==> src/rtl/iddmm_ctrl.sv <==
// Sequencer for an iterative Montgomery multiplier: issues (i,j) word indices,
// waits for the datapath, then streams the selected result FIFO out word by word.
module iddmm_ctrl #(
   parameter int K       = 128,
   parameter int N       = 32,
   parameter int ADDR_W  = $clog2(N),
   parameter int ROW_GAP = 24,
   parameter int TIMEOUT = 1023
) (
   input  logic              clk,
   input  logic              rst_n,
   input  logic              start,
   output logic              busy,
   output logic [ADDR_W-1:0] i_cnt,
   output logic [ADDR_W:0]   j_cnt,
   output logic              cnt_vld,
   output logic [ADDR_W-1:0] rd_x_addr,
   output logic [ADDR_W-1:0] rd_y_addr,
   input  logic              cal_done,
   input  logic              cal_sign,
   output logic              fifo_rd_en_a,
   output logic              fifo_rd_en_sub,
   input  logic [K-1:0]      fifo_rd_data_a,
   input  logic [K-1:0]      fifo_rd_data_sub,
   output logic              res_valid,
   input  logic              res_ready,
   output logic [K-1:0]      res_data,
   output logic              done,
   output logic              err
);

   localparam int GAP_W    = $clog2(ROW_GAP + 2);
   localparam int TO_W     = $clog2(TIMEOUT + 2);
   localparam int GAP_LAST = (ROW_GAP > 0) ? ROW_GAP - 1 : 0;
   localparam int TO_LAST  = (TIMEOUT > 0) ? TIMEOUT - 1 : 0;

   localparam logic [ADDR_W:0]   J_LAST = (ADDR_W+1)'(N);
   localparam logic [ADDR_W-1:0] I_LAST = ADDR_W'(N - 1);
   localparam logic [ADDR_W:0]   W_LAST = (ADDR_W+1)'(N - 1);

   typedef enum logic [2:0] {
      IDLE      = 3'd0,
      ISSUE     = 3'd1,
      GAP       = 3'd2,
      WAIT_DONE = 3'd3,
      DRAIN     = 3'd4
   } state_t;

   state_t              state_r, state_n;
   logic [ADDR_W-1:0]   i_r, i_n;
   logic [ADDR_W:0]     j_r, j_n;
   logic [GAP_W-1:0]    g_r, g_n;
   logic [TO_W-1:0]     t_r, t_n;
   logic [ADDR_W:0]     w_r, w_n;
   logic                sel_r, sel_n;
   logic                err_r, err_n;
   logic                done_r, done_n;
   logic                busy_r, busy_n;
   logic                vld_r, vld_n;
   logic                rd_en_r, rd_en_n;
   logic                pend_r, pend_n;
   logic                res_valid_r, res_valid_n;
   logic [K-1:0]        res_data_r, res_data_n;

   // Next-state and next-output logic for the whole controller
   always_comb begin
      state_n     = state_r;
      i_n         = i_r;
      j_n         = j_r;
      g_n         = g_r;
      t_n         = t_r;
      w_n         = w_r;
      sel_n       = sel_r;
      err_n       = err_r;
      done_n      = 1'b0;
      rd_en_n     = 1'b0;
      pend_n      = rd_en_r;
      res_valid_n = res_valid_r;
      res_data_n  = res_data_r;

      case (state_r)
         IDLE: begin
            if (start) begin
               state_n = ISSUE;
               i_n     = {ADDR_W{1'b0}};
               j_n     = {(ADDR_W+1){1'b0}};
               err_n   = 1'b0;
            end else begin
               state_n = IDLE;
            end
         end
         ISSUE: begin
            if (j_r == J_LAST) begin
               if (i_r == I_LAST) begin
                  state_n = WAIT_DONE;
                  t_n     = {TO_W{1'b0}};
               end else if (ROW_GAP == 0) begin
                  i_n = i_r + ADDR_W'(1);
                  j_n = {(ADDR_W+1){1'b0}};
               end else begin
                  // counters hold the last issued pair through the gap
                  state_n = GAP;
                  g_n     = {GAP_W{1'b0}};
               end
            end else begin
               j_n = j_r + (ADDR_W+1)'(1);
            end
         end
         GAP: begin
            if (g_r == GAP_W'(GAP_LAST)) begin
               state_n = ISSUE;
               i_n     = i_r + ADDR_W'(1);
               j_n     = {(ADDR_W+1){1'b0}};
            end else begin
               g_n = g_r + GAP_W'(1);
            end
         end
         WAIT_DONE: begin
            if (cal_done) begin
               state_n = DRAIN;
               sel_n   = cal_sign;
               w_n     = {(ADDR_W+1){1'b0}};
            end else if (t_r == TO_W'(TO_LAST)) begin
               state_n = IDLE;
               err_n   = 1'b1;
               done_n  = 1'b1;
            end else begin
               t_n = t_r + TO_W'(1);
            end
         end
         DRAIN: begin
            // one word in flight at a time: pop, capture, then wait for accept
            if (res_valid_r && res_ready) begin
               res_valid_n = 1'b0;
               if (w_r == W_LAST) begin
                  state_n = IDLE;
                  done_n  = 1'b1;
               end else begin
                  w_n = w_r + (ADDR_W+1)'(1);
               end
            end else if (pend_r) begin
               res_valid_n = 1'b1;
               res_data_n  = sel_r ? fifo_rd_data_sub : fifo_rd_data_a;
            end else if (!rd_en_r && !res_valid_r) begin
               rd_en_n = 1'b1;
            end else begin
               rd_en_n = 1'b0;
            end
         end
         default: begin
            state_n = IDLE;
         end
      endcase

      busy_n = (state_n != IDLE);
      vld_n  = (state_n == ISSUE);
   end

   // State and registered-output update
   always_ff @(posedge clk or negedge rst_n) begin
      if (!rst_n) begin
         state_r     <= IDLE;
         i_r         <= {ADDR_W{1'b0}};
         j_r         <= {(ADDR_W+1){1'b0}};
         g_r         <= {GAP_W{1'b0}};
         t_r         <= {TO_W{1'b0}};
         w_r         <= {(ADDR_W+1){1'b0}};
         sel_r       <= 1'b0;
         err_r       <= 1'b0;
         done_r      <= 1'b0;
         busy_r      <= 1'b0;
         vld_r       <= 1'b0;
         rd_en_r     <= 1'b0;
         pend_r      <= 1'b0;
         res_valid_r <= 1'b0;
         res_data_r  <= {K{1'b0}};
      end else begin
         state_r     <= state_n;
         i_r         <= i_n;
         j_r         <= j_n;
         g_r         <= g_n;
         t_r         <= t_n;
         w_r         <= w_n;
         sel_r       <= sel_n;
         err_r       <= err_n;
         done_r      <= done_n;
         busy_r      <= busy_n;
         vld_r       <= vld_n;
         rd_en_r     <= rd_en_n;
         pend_r      <= pend_n;
         res_valid_r <= res_valid_n;
         res_data_r  <= res_data_n;
      end
   end

   assign busy           = busy_r;
   assign i_cnt          = i_r;
   assign j_cnt          = j_r;
   assign cnt_vld        = vld_r;
   assign rd_x_addr      = (j_r < J_LAST) ? j_r[ADDR_W-1:0] : {ADDR_W{1'b0}};
   assign rd_y_addr      = i_r;
   assign fifo_rd_en_a   = rd_en_r;
   assign fifo_rd_en_sub = rd_en_r;
   assign res_valid      = res_valid_r;
   assign res_data       = res_data_r;
   assign done           = done_r;
   assign err            = err_r;

endmodule

==> config.mk <==
export PLATFORM = sky130hd
export DESIGN_NAME = iddmm_ctrl
export DESIGN_NICKNAME = d
export VERILOG_FILES = /design/src/rtl/iddmm_ctrl.sv
export SDC_FILE = /design/constraint.sdc
export NUM_CORES = 1
export LEC_CHECK = 0
export CAP_MARGIN = 20
export CORE_AREA = 2 2 163 165
export CTS_CLUSTER_SIZE = 30
export DETAILED_ROUTE_END_ITERATION = 6
export DIE_AREA = 0 0 165 167
export PLACE_DENSITY = 0.66
export SYNTH_ARGS = -nofsm -noshare
export SYNTH_HDL_FRONTEND = slang
export SYNTH_SLANG_ARGS = --single-unit
==> constraint.sdc <==
create_clock -name clk -period 5 [get_ports clk]
set_input_delay 1 -clock clk [delete_from_list [all_inputs] [get_ports clk]]
set_output_delay 1 -clock clk [all_outputs]
set_load 0.01 [all_outputs]
Yosys cells after proc, flatten, opt, wreduce, memory -nomap -nowiden
Index checks and enable logic that the tools add are counted.

operators by class
  equal/unequal tests = 23
  order comparisons = 1
  reduce and logical (&&, ||, !) cells = 22
  bitwise gates (word level) = 1
  mux-type cells = 46
  add/sub/neg operators = 5

operators with widths
  cell                                                    number
  2-to-1 mux 128 bit                                      1
  2-to-1 mux 11 bit                                       4
  2-to-1 mux 6 bit                                        6
  2-to-1 mux 5 bit                                        6
  != test 2 bit (second input constant)                   13
  case mux 11 bit (2 select lines)                        1
  case mux 5 bit (2 select lines)                         2
  2-to-1 mux 3 bit                                        6
  case mux 6 bit (3 select lines)                         1
  AND reduction 4 bit                                     4
  2-to-1 mux 1 bit                                        15
  case mux 3 bit (5 select lines)                         1
  adder 6 x 1 -> 6 bit (second input constant)            2
  case mux 6 bit (2 select lines)                         1
  nonzero test 2 bit                                      6
  adder 11 x 1 -> 11 bit (second input constant)          1
  equality test 11 x 10 -> 1 bit (second input constant)  1
  adder 5 x 1 -> 5 bit (second input constant)            2
  equality test 5 bit (second input constant)             2
  equality test 3 x 1 -> 1 bit (second input constant)    2
  equality test 3 x 2 -> 1 bit (second input constant)    2
  equality test 6 x 5 -> 1 bit (second input constant)    1
  equality test 6 bit (second input constant)             1
  less-than comparator 6 bit (second input constant)      1
  10 further kinds                                        16

word-level totals
  flip-flop bits (word level) = 172
  word-level logic and storage cells = 113
  output and inout port bits = 156

Longest topological paths before layout
Gate-level depths: netlist of the first run.

  depth after elaboration = 6
  mapped depth = 9

Worst setup path after synthesis of the first run
No wires, ideal clock.

  path kind = input -> register
  start = input res_ready
  end = register res_data_r[37] (netlist: res_data[37])
  stages = 8
  setup slack = 2899 ps
  setup time = 136 ps
  data required time = 4864 ps
  arrival time = 1965 ps
  cell sequence = nand2_1 -> nand3_1 -> buf_2 -> buf_2 -> buf_2 -> buf_2 -> nand2_1 -> o21ai_0

on the way
  word-level cells in the longest chain between the ends = 3

RTL lines
  what                           RTL line  source
  start, declared                26        input logic res_ready,
  logical AND 1 bit              133       if (res_valid_r && res_ready) begin
  inverter 1 bit (no line)       n/a
  AND reduction 3 bit (no line)  n/a
  end signal, assigned           176       res_data_r <= {K{1'b0}};
  end signal, assigned           192       res_data_r <= res_data_n;
  end, declared                  63        logic [K-1:0] res_data_r, res_data_n;

No other way between the ends.
A chain may end at the register's enable or synchronous reset.

Final worst setup path of the first run
  start = input cal_done
  end = register t_r[9]

on the way
  word-level cells in the longest chain between the ends = 2

RTL lines
  what                           RTL line  source
  start, declared                19        input logic cal_done,
  != test 2 bit (no line)        n/a
  AND reduction 5 bit (no line)  n/a
  end signal, assigned           166       t_r <= {TO_W{1'b0}};
  end signal, assigned           182       t_r <= t_n;
  end, declared                  53        logic [TO_W-1:0] t_r, t_n;

No other way between the ends.

==> load_flow_metrics.sql, run 1 <==
INSERT INTO impl_metrics (metric_group, metric, value, unit) VALUES
('layout', 'multi_input_area', '3540', 'µm²'),
('logic_synthesis', 'post_syn_area_per_cell', '10.2', 'µm²'),
('grt', 'globalRouteTotalUtil', '18.9', '%'),
('critical_path', 'worst-endpoint-required', '5.27', 'ns'),
('drt', 'route.detailed.wl_per_inst', '17.4', 'µm'),
('timing', 'finalWorstSetupSlack', '2.30', 'ns'),
('critical_path', 'rr_worst_depth', '5', ''),
('floorplan', 'floorplan.die_area', '27600', 'µm²'),
('logic_synthesis', 'synth_largest_area_cell', 'sky130_fd_sc_hd__dfrtp_1', ''),
('floorplan', 'core_area', '25800', 'µm²'),
('timing', 'tightest_slew', '0.938', 'ns'),
('drt', 'detail_route.vias_per_cell', '4.70', ''),
('grt', 'grt_first_pass_wirelength', '40000', 'µm'),
('logic_synthesis', 'netlist_area', '8140', 'µm²'),
('drt', 'drtAntennaViolNets', '0', ''),
('clock_network', 'post_cts.resized_instances', '0', ''),
('floorplan', 'start_util', '31.6', '%'),
('critical_path', 'worst-path-buf-inv', '1', ''),
('drt', 'routed-via-count', '7200', ''),
('status', 'status', 'completed', ''),
('critical_path', 'critPathMaxStageDelay', '0.73', 'ns'),
('critical_path', 'start_kind', 'primary input', ''),
('hold_path', 'min_path_type', 'flop to flop', ''),
('logic_synthesis', 'yosys_most_used_dff', 'sky130_fd_sc_hd__dfrtp_1', ''),
('power_and_ir_drop', 'total_leakage_power', '5.50', 'nW'),
('timing', 'final_min_period_over_clock_period', '54.1', '%'),
('place', 'io_buffers', '417', ''),
('hold_path', 'whs_path_depth', '0', ''),
('grt', 'grt_start_max_net_pins', '99', ''),
('place', 'hpwlAfterDp', '20500', 'µm'),
('layout', 'ff_latch_area', '4310', 'µm²'),
('clock_network', 'clk_path_buf_depth', '2', ''),
('logic_synthesis', 'postSynthCellCount', '798', ''),
('grt', 'grt-ovfl-total', '0', ''),
('flow_run', 'max-cap-violations', '0', ''),
('timing', 'report.final.slew_viol_count', '0', ''),
('timing', 'final_hold_violation_count', '0', ''),
('clock_network', 'cts_sinks', '172', ''),
('place', 'dp.cells', '1500', ''),
('critical_path', 'cpLargestDelayFamily', 'compound AO/OA/AOI/OAI gates', ''),
('clock_network', 'cts_inserted_buffers', '17', ''),
('timing', 'layout_min_cycle_time', '2.70', 'ns'),
('logic_synthesis', 'synth.cells.most_frequent', 'sky130_fd_sc_hd__dfrtp_1 (172), sky130_fd_sc_hd__nand2_1 (149), sky130_fd_sc_hd__o21ai_0 (138), sky130_fd_sc_hd__mux2i_1 (130), sky130_fd_sc_hd__clkbuf_1 (38)', ''),
('critical_path', 'crit-reg2reg-capture', 'res_data[88]', ''),
('logic_synthesis', 'synth-edff-count', '0', ''),
('critical_path', 'r2r_setup_slack', '2.57', 'ns'),
('timing', 'maxClockFrequency', '0.370', 'GHz'),
('layout', 'finalInstanceArea', '13100', 'µm²'),
('clock_network', 'h-tree-depth', '4', ''),
('logic_synthesis', 'asyncSetResetFlopFracSynth', '100', '%'),
('hold_path', 'capture_endpoint_of_the_worst_hold_path', 'pend_r', ''),
('timing', 'fin_setup_tns', '0', 'ns'),
('critical_path', 'worst_path_max_delay_cell', 'sky130_fd_sc_hd__a22oi_1', ''),
('power_and_ir_drop', 'max-vdd-ir-drop', '0.000258', 'V'),
('place', 'place.gp.congestion', '0.825', ''),
('drt', 'drt_first_pass_iters', '4', ''),
('grt', 'antenna_found_initial', '1', ''),
('clock_network', 'clkTransAtPathRegs', '0.07', 'ns'),
('clock_network', 'hold_buffers', '0', ''),
('floorplan', 'die_width', '165', 'µm'),
('logic_synthesis', 'yosys-top-cells-area', 'sky130_fd_sc_hd__dfrtp_1 (53%), sky130_fd_sc_hd__mux2i_1 (16%), sky130_fd_sc_hd__o21ai_0 (8.5%), sky130_fd_sc_hd__nand2_1 (6.9%), sky130_fd_sc_hd__clkbuf_1 (1.8%)', ''),
('place', 'dpl_cell_area', '12600', 'µm²'),
('layout', 'final-instance-count-excl-fill', '1531', ''),
('logic_synthesis', 'post_synth_num_cell_types', '52', ''),
('logic_synthesis', 'synth_seq_area_share', '52.9', '%'),
('drt', 'drc', '0', ''),
('logic_synthesis', 'yosys.cell_count.top_type', 'sky130_fd_sc_hd__dfrtp_1', ''),
('clock_network', 'tritoncts', 'done', ''),
('layout', 'flow.area_growth_from_synthesis', '61.4', '%'),
('timing', 'final_number_of_setup_violating_endpoints', '0', ''),
('critical_path', 'critical_path_arrival', '2.97', 'ns');
## metrics by stage
| step | utilization [%] | total power, mW | hold slack [ns] |
|---|---|---|---|
| 6_report | 51.0 | 4.01 | 0.460 |
| 5_1_grt | 51.0 | 4.22 | 0.482 |
| 4_1_cts | 51.0 | 4.06 | 0.468 |
| 3_5_place_dp | 48.8 | 2.75 | 0.456 |
| 3_3_place_gp | 48.8 | 2.74 | 0.444 |
| 2_1_floorplan | - | 2.23 | 0.429 |
## layout make-up
class	instances	area share, %
repair buffers	426	32.5
diodes	1	0.0190
clock buffers	18	3.34
multi-input cells	557	26.9
inverters	10	0.286
flip-flops and latches	172	32.8
clock inverters	12	0.981
well taps	335	3.19
## power breakdown
part	switching [mW]	leakage, nW	internal (mW)
Combinational	0.471	2.87	0.623
Sequential	0.162	2.37	1.45
Clock	0.591	0.267	0.709
Total	1.22	5.50	2.78
## routing by layer
| metal | wire length [µm] | vias up | GRT usage (%) |
|---|---|---|---|
| met3 | 1910 | 31 | 5.16 |
| li1 | - | 3579 | - |
| met4 | 442 | 0 | 4.73 |
| met5 | 0 | - | 0 |
| met2 | 13200 | 230 | 33.0 |
| met1 | 11000 | 3360 | 22.9 |
## placed cells by master (no fill, tap or decap), types with 3 or more instances in the layout
cell type                         synthesis  routed
sky130_fd_sc_hd__a31oi_1                  9       9
sky130_fd_sc_hd__or3_1                    3       3
sky130_fd_sc_hd__a32o_1                   3       3
sky130_fd_sc_hd__nand4b_1                 4       4
sky130_fd_sc_hd__o21ai_0                138     138
sky130_fd_sc_hd__clkdlybuf4s50_1          0     416
sky130_fd_sc_hd__o31ai_1                  3       3
sky130_fd_sc_hd__a41oi_1                  3       3
sky130_fd_sc_hd__inv_8                    0       3
sky130_fd_sc_hd__nand4_1                  4       4
sky130_fd_sc_hd__ha_1                     8       8
sky130_fd_sc_hd__nor2_1                  16      16
sky130_fd_sc_hd__clkinvlp_4               0       4
sky130_fd_sc_hd__clkbuf_16                0      17
sky130_fd_sc_hd__buf_4                    7       7
sky130_fd_sc_hd__o211ai_1                 5       5
sky130_fd_sc_hd__inv_6                    0       3
sky130_fd_sc_hd__mux2i_1                130     130
sky130_fd_sc_hd__nor4_1                   3       3
sky130_fd_sc_hd__and3_1                   5       5
sky130_fd_sc_hd__a21oi_1                 12      12
sky130_fd_sc_hd__o31a_1                   3       3
sky130_fd_sc_hd__nor2b_1                  3       3
sky130_fd_sc_hd__nand2_1                149     149
sky130_fd_sc_hd__dfrtp_1                172     171
sky130_fd_sc_hd__nor3_1                   7       7
sky130_fd_sc_hd__or4_1                    3       3
sky130_fd_sc_hd__nand3_1                 15      14
sky130_fd_sc_hd__inv_1                   10      10
## how the worst max path moves through the flow
stage	cells past startpoint	slack [ns]	from	endpoint
finish	5	2.30	cal_done	t_r[9]
global route	5	2.14	cal_done	t_r[4]
CTS	5	2.30	cal_done	t_r[7]
detailed placement	5	1.82	cal_done	t_r[7]
global placement	5	1.91	cal_done	t_r[4]
floorplan	8	2.90	res_ready	res_data[37]
## logic make-up (layout without fill, tap and decap cells)
group	Yosys count	after routing	synth area share, %
other cells	0	1	0
fa+ha+maj	8	8	1.23
compound gates	190	190	13.0
flops	172	172	52.9
mux	130	130	16.0
buf+inv	69	466	3.84
simple gates	225	225	12.6
xor+xnor	4	4	0.430
## sequential cells by signal, summed over array words and instances (netlist names)
name / cells
i_cnt: 5
err: 1
j_cnt: 6
res_valid: 1
busy: 1
w_r: 6
sel_r: 1
state_r: 3
done: 1
res_data: 128
cnt_vld: 1
fifo_rd_en_a: 1
t_r: 11
g_r: 5
pend_r: 1
(Power assumes the default switching activity.)
==> run 2, diff against run 1 <==
--- a/config.mk
+++ b/config.mk
@@ -6,11 +6,11 @@
 export NUM_CORES = 1
 export LEC_CHECK = 0
 export CAP_MARGIN = 20
-export CORE_AREA = 2 2 163 165
+export CORE_AREA = 2 2 164 166
 export CTS_CLUSTER_SIZE = 30
 export DETAILED_ROUTE_END_ITERATION = 6
-export DIE_AREA = 0 0 165 167
-export PLACE_DENSITY = 0.66
+export DIE_AREA = 0 0 166 168
+export PLACE_DENSITY = 0.65
 export SYNTH_ARGS = -nofsm -noshare
 export SYNTH_HDL_FRONTEND = slang
 export SYNTH_SLANG_ARGS = --single-unit
==> constraint.sdc (replaced) <==
create_clock -name clk -period 2.7 [get_ports clk]
set_input_delay 0.54 -clock clk [delete_from_list [all_inputs] [get_ports clk]]
set_output_delay 0.54 -clock clk [all_outputs]
set_load 0.01 [all_outputs]
==> run 2 against run 1 <==
Compared with the run above: cell area rose by 2.2%; global-route usage rose by 0.22 points; clock skew fell by 0.0033 ns; register-to-register slack got worse by 1.8 ns; non-clock buffer count rose by 18; die area rose by 1.2%; largest power group unchanged; setup slack got worse by 1.7 ns; flip-flop and latch count did not move; critical path depth fell by 3.
==> load_flow_metrics.sql, run 2 (synthesis gave the netlist of run 1 again) <==
INSERT INTO impl_metrics (metric_group, metric, value, unit) VALUES
('floorplan', 'rows', '60', ''),
('drt', 'route.detailed.wl_per_inst', '17.3', 'µm'),
('timing', 'finClkSkew', '0.0129', 'ns'),
('place', 'place.gp.congestion', '0.773', ''),
('clock_network', 'tritoncts', 'done', ''),
('floorplan', 'die_width', '166', 'µm'),
('power_and_ir_drop', 'max-vdd-ir-drop', '0.000439', 'V'),
('timing', 'fin_setup_tns', '0', 'ns'),
('drt', 'finalWirelength', '27000', 'µm'),
('floorplan', 'pin_count', '418', ''),
('status', 'status', 'completed', ''),
('drt', 'drc', '0', ''),
('timing', 'finalWorstSetupSlack', '0.555', 'ns'),
('grt', 'grt_first_pass_wirelength', '41700', 'µm'),
('clock_network', 'clkTransAtPathRegs', '0.08', 'ns'),
('layout', 'fillers', '2467', ''),
('critical_path', 'start_kind', 'flop', ''),
('grt', 'vias_in_the_first_global_route', '7136', ''),
('clock_network', 'clk_path_buf_depth', '2', ''),
('floorplan', 'floorplan.die_area', '27900', 'µm²'),
('clock_network', 'hold_buffers', '0', ''),
('place', 'post_placement_worst_setup_slack', '0.449', 'ns'),
('critical_path', 'path_class', 'flop to output port', ''),
('timing', 'final_number_of_setup_violating_endpoints', '0', ''),
('critical_path', 'critical_path_arrival', '1.60', 'ns'),
('layout', 'fraction_of_layout_cells_with_a_size_suffix_above_1', '5.68', '%'),
('critical_path', 'crit_fanout', '6', ''),
('layout', 'largest_register_ff_count', '128', ''),
('timing', 'report.final.slew_viol_count', '0', ''),
('clock_network', 'h-tree-depth', '4', ''),
('timing', 'maxClockFrequency', '0.466', 'GHz'),
('grt', 'grt_start_max_net_pins', '74', ''),
('drt', 'drt_first_pass_iters', '4', ''),
('critical_path', 'worst-endpoint-required', '2.16', 'ns'),
('drt', 'detail_route.iter0.violations', '316', ''),
('layout', 'most-common-layout-cells', 'sky130_fd_sc_hd__clkdlybuf4s50_1 (416), sky130_fd_sc_hd__dfrtp_1 (171), sky130_fd_sc_hd__nand2_1 (149)', ''),
('timing', 'final_min_period_over_clock_period', '79.4', '%'),
('clock_network', 'cts_sinks', '172', ''),
('clock_network', 'clock_insertion_delay_at_the_later_pin_of_the_skew_report', '0.43', 'ns'),
('clock_network', 'number_of_buffers_inserted_to_repair_setup_after_cts', '0', ''),
('critical_path', 'worstReg2RegStart', 'state_r[2]', ''),
('critical_path', 'worst_path_max_delay_cell', 'sky130_fd_sc_hd__clkdlybuf4s50_1', ''),
('hold_path', 'min_path_type', 'primary input to asynchronous set/reset pin', ''),
('grt', 'globalRouteTotalUtil', '19.1', '%'),
('flow_run', 'max-cap-violations', '0', ''),
('timing', 'rsz0062_at_grt', 'no', ''),
('clock_network', 'post_cts.resized_instances', '0', ''),
('critical_path', 'critical_path.startpoint', 'j_cnt[3]', ''),
('critical_path', 'worstSetupEndpointType', 'output port', ''),
('grt', 'antenna_found_initial', '1', ''),
('timing', 'tightest_slew', '0.749', 'ns'),
('floorplan', 'core_area', '26400', 'µm²'),
('floorplan', 'start_util', '30.9', '%'),
('layout', 'layout_commonest_cell', 'sky130_fd_sc_hd__clkdlybuf4s50_1', ''),
('grt', 'grt-ovfl-total', '0', ''),
('place', 'io_buffers', '417', ''),
('layout', 'nets', '1472', ''),
('timing', 'max_transition_margin', '50.1', '%'),
('drt', 'detail_route.vias_per_cell', '4.73', ''),
('place', 'hpwlAfterDp', '20900', 'µm'),
('timing', 'final_hold_violation_count', '0', ''),
('floorplan', 'die_height', '168', 'µm'),
('power_and_ir_drop', 'power_per_cell_area', '565', 'nW/µm²'),
('timing', 'layout_min_cycle_time', '2.14', 'ns'),
('critical_path', 'cell_by_cell_trace_of_the_critical_path', 'nor2b_1 > clkdlybuf4s50_1', ''),
('critical_path', 'r2r_setup_slack', '0.75', 'ns'),
('layout', 'flow.area_growth_from_synthesis', '64.9', '%'),
('power_and_ir_drop', 'total_leakage_power', '5.64', 'nW'),
('clock_network', 'cts_inserted_buffers', '17', ''),
('drt', 'routed-via-count', '7361', ''),
('critical_path', 'critPathMaxStageDelay', '0.55', 'ns'),
('clock_network', 'cts.root.buffer_cell', 'sky130_fd_sc_hd__clkbuf_16', ''),
('drt', 'drtAntennaViolNets', '0', '');
==> run 2: stage by stage <==
stage / instance area (µm²) / hold WS, ns / total power, mW / instances / util, %
after floorplan: 8140 / 0.244 / 4.13 / 798 / -
after global placement: 12800 / 0.427 / 5.19 / 1524 / 48.7
after detailed placement: 12800 / 0.425 / 5.21 / 1524 / 48.7
final: 13400 / 0.153 / 7.58 / 1557 / 50.9
after global routing: 13400 / 0.192 / 8.02 / 1557 / 50.9
after CTS: 13400 / 0.165 / 7.71 / 1556 / 50.9
==> run 2: report_power, final <==
group	switching, mW	internal, mW	total, mW
logic	0.978	1.26	2.23
registers	0.207	2.69	2.90
clock network	1.14	1.31	2.45
==> run 2: path summary, 6_finish.rpt <==
kind / to / depth (start not counted)
max in group asynchronous: res_data[64] / 2
hold reg to reg: pend_r / 0
setup reg to reg: res_data[45] / 5
min in group clk: pend_r / 0
setup / recovery: rd_x_addr[3] / 2
hold / removal: res_data[105] / 1
==> run 2: layer usage <==
metal | up-vias | routed length [µm] | GRT usage (%)
met5 | - | 0 | 0
li1 | 3625 | - | -
met4 | 0 | 552 | 6.09
met2 | 217 | 13400 | 32.2
met3 | 27 | 1390 | 4.77
met1 | 3492 | 11700 | 24.2
==> run 2: critical path, delay by kind of cell (launching register included) <==
kind | cells | cell delay [ns]
flops | 1 | 0.46
buf+inv | 1 | 0.55
simple gates | 1 | 0.16
==> run 2: cell type report <==
class | count | area [µm²] | share of cell area (%)
diodes | 1 | 2.50 | 0.0186
clock buffers | 18 | 429 | 3.20
clock inverters | 14 | 155 | 1.16
inverters | 10 | 37.5 | 0.280
multi-input cells | 557 | 3540 | 26.3
flip-flops and latches | 172 | 4310 | 32.1
well taps | 341 | 427 | 3.18
repair buffers | 444 | 4530 | 33.7
==> run 3, diff against run 2 <==
==> constraint.sdc (replaced) <==
create_clock -name clk -period 2.2 [get_ports clk]
set_input_delay 0.44 -clock clk [delete_from_list [all_inputs] [get_ports clk]]
set_output_delay 0.44 -clock clk [all_outputs]
set_load 0.01 [all_outputs]
==> run 3 against run 2 <==
Compared with the run above: first-iteration DRC count decreased by 21%; cell count is essentially flat; via count fell by 1.5%; sequential share of layout area barely moved; die area unchanged; clock skew increased by 0.0014 ns; critical path type unchanged; largest power group unchanged.
==> load_flow_metrics.sql, run 3 (synthesis gave the netlist of run 1 again) <==
INSERT INTO impl_metrics (metric_group, metric, value, unit) VALUES
('grt', 'grt_first_pass_wirelength', '41300', 'µm'),
('power_and_ir_drop', 'total_leakage_power', '5.66', 'nW'),
('timing', 'max_transition_margin', '57.3', '%'),
('clock_network', 'clkTransAtPathRegs', '0.07', 'ns'),
('layout', 'flow.area_growth_from_synthesis', '65.0', '%'),
('layout', 'most-common-layout-cells', 'sky130_fd_sc_hd__clkdlybuf4s50_1 (416), sky130_fd_sc_hd__dfrtp_1 (171), sky130_fd_sc_hd__nand2_1 (149)', ''),
('place', 'hpwlAfterDp', '20700', 'µm'),
('critical_path', 'critPathMaxStageDelay', '0.54', 'ns'),
('critical_path', 'worstReg2RegStart', 'state_r[1]', ''),
('timing', 'rsz0062_at_grt', 'no', ''),
('grt', 'grt_start_max_net_pins', '66', ''),
('clock_network', 'post_cts.resized_instances', '0', ''),
('drt', 'finalWirelength', '26700', 'µm'),
('drt', 'routed-via-count', '7248', ''),
('timing', 'finalWorstSetupSlack', '0.157', 'ns'),
('layout', 'nets', '1474', ''),
('timing', 'finClkSkew', '0.0144', 'ns'),
('timing', 'tightest_slew', '0.639', 'ns'),
('critical_path', 'cell_by_cell_trace_of_the_critical_path', 'inv_1 > nor2_1 > clkdlybuf4s50_1', ''),
('floorplan', 'core_area', '26400', 'µm²'),
('drt', 'drtAntennaViolNets', '0', ''),
('floorplan', 'start_util', '30.9', '%'),
('drt', 'drt_first_pass_iters', '4', ''),
('place', 'post_placement_worst_setup_slack', '0.0276', 'ns'),
('clock_network', 'cts.root.buffer_cell', 'sky130_fd_sc_hd__clkbuf_16', ''),
('clock_network', 'tritoncts', 'done', ''),
('clock_network', 'cts_sinks', '172', ''),
('critical_path', 'critical_path_arrival', '1.60', 'ns'),
('clock_network', 'h-tree-depth', '4', ''),
('critical_path', 'worst_path_max_delay_cell', 'sky130_fd_sc_hd__clkdlybuf4s50_1', ''),
('clock_network', 'cts_inserted_buffers', '17', ''),
('critical_path', 'path_class', 'flop to output port', ''),
('timing', 'final_number_of_setup_violating_endpoints', '0', ''),
('timing', 'fin_worst_hold_slack', '0.453', 'ns'),
('floorplan', 'floorplan.die_area', '27900', 'µm²'),
('floorplan', 'die_height', '168', 'µm'),
('critical_path', 'worst-endpoint-required', '1.76', 'ns'),
('place', 'place.gp.congestion', '0.765', ''),
('timing', 'fin_setup_tns', '0', 'ns'),
('critical_path', 'r2r_setup_slack', '0.21', 'ns'),
('grt', 'grt-ovfl-total', '0', ''),
('floorplan', 'die_width', '166', 'µm'),
('floorplan', 'rows', '60', ''),
('timing', 'final_hold_violation_count', '0', ''),
('critical_path', 'worstSetupEndpointType', 'output port', ''),
('layout', 'layout_commonest_cell', 'sky130_fd_sc_hd__clkdlybuf4s50_1', ''),
('status', 'status', 'completed', ''),
('drt', 'route.detailed.wl_per_inst', '17.1', 'µm'),
('power_and_ir_drop', 'power_per_cell_area', '701', 'nW/µm²'),
('critical_path', 'start_kind', 'flop', ''),
('grt', 'globalRouteTotalUtil', '18.9', '%'),
('critical_path', 'cpLargestDelayFamily', 'buffers and inverters', ''),
('floorplan', 'pin_count', '418', ''),
('grt', 'antenna_found_initial', '1', ''),
('drt', 'detail_route.vias_per_cell', '4.65', ''),
('layout', 'largest_register_ff_count', '128', ''),
('timing', 'final_min_period_over_clock_period', '92.9', '%'),
('clock_network', 'clock_insertion_delay_at_the_later_pin_of_the_skew_report', '0.43', 'ns'),
('drt', 'detail_route.iter0.violations', '249', ''),
('timing', 'layout_min_cycle_time', '2.04', 'ns'),
('power_and_ir_drop', 'design_power_total', '9.41', 'mW'),
('place', 'io_buffers', '417', ''),
('drt', 'drc', '0', ''),
('critical_path', 'worst-path-buf-inv', '2', ''),
('grt', 'vias_in_the_first_global_route', '7055', ''),
('timing', 'maxClockFrequency', '0.489', 'GHz'),
('critical_path', 'critical_path.startpoint', 'j_cnt[2]', ''),
('hold_path', 'min-delay-start', 'fifo_rd_en_a', ''),
('layout', 'finalInstanceArea', '13400', 'µm²'),
('hold_path', 'min_path_type', 'flop to flop', ''),
('layout', 'fraction_of_layout_cells_with_a_size_suffix_above_1', '5.75', '%'),
('layout', 'antennaDiodeCount', '0', ''),
('timing', 'report.final.slew_viol_count', '0', ''),
('critical_path', 'crit_fanout', '5', ''),
('clock_network', 'clk_path_buf_depth', '2', ''),
('flow_run', 'max-cap-violations', '0', ''),
('power_and_ir_drop', 'max-vdd-ir-drop', '0.000553', 'V'),
('place', 'dpl_cell_area', '12800', 'µm²');
run 3: cell type report:
| type | instances | area (µm²) |
|---|---|---|
| Sequential cell | 172 | 4310 |
| Tap cell | 341 | 427 |
| Clock buffer | 19 | 443 |
| Multi-Input combinational cell | 557 | 3540 |
| Timing Repair Buffer | 446 | 4510 |
| Clock inverter | 13 | 174 |
| Inverter | 10 | 37.5 |
| Fill cell | 2472 | 12900 |
run 3: what timing repair did:
action / in CTS / in global routing
setup buffers: 0 / 0
hold buffers: 1 / 0
endpoints found under the hold margin: 38 / 0
run 3: routing by layer:
| metal | track usage [%] | vias to the layer above | part of all wire (%) |
|---|---|---|---|
| li1 | - | 3626 | - |
| met4 | 4.84 | 2 | 1.5 |
| met2 | 32.2 | 212 | 50 |
| met5 | 0 | - | 0.049 |
| met1 | 24.0 | 3379 | 43 |
| met3 | 4.89 | 29 | 5.8 |
run 3: power breakdown:
part / total [mW] / internal (mW) / switching, mW / leakage (nW)
logic: 2.75 / 1.50 / 1.24 / 3.00
clock network: 3.19 / 1.77 / 1.42 / 0.297
registers: 3.48 / 3.30 / 0.175 / 2.37
run 3: through the flow:
step | instances | util, %
after detailed placement | 1525 | 48.6
after floorplan | 798 | -
after global routing | 1558 | 51.0
final | 1558 | 51.0
after global placement | 1525 | 48.6
after CTS | 1558 | 51.0
run 3: final timing paths:
path,cells after the start,to
min in group asynchronous,2,res_data[93]
max,3,rd_x_addr[2]
max in group asynchronous,3,res_data[28]
min reg2reg,0,pend_r
max reg2reg,4,j_cnt[2]
min,0,pend_r
run 3: worst reg2reg max path, stage by stage, from the launching register on:
cell and delay, ns:
sky130_fd_sc_hd__dfrtp_1 0.51, sky130_fd_sc_hd__nor3b_1 0.59, sky130_fd_sc_hd__nand2_1 0.32, sky130_fd_sc_hd__o211a_1 0.24, sky130_fd_sc_hd__a31o_2 0.24
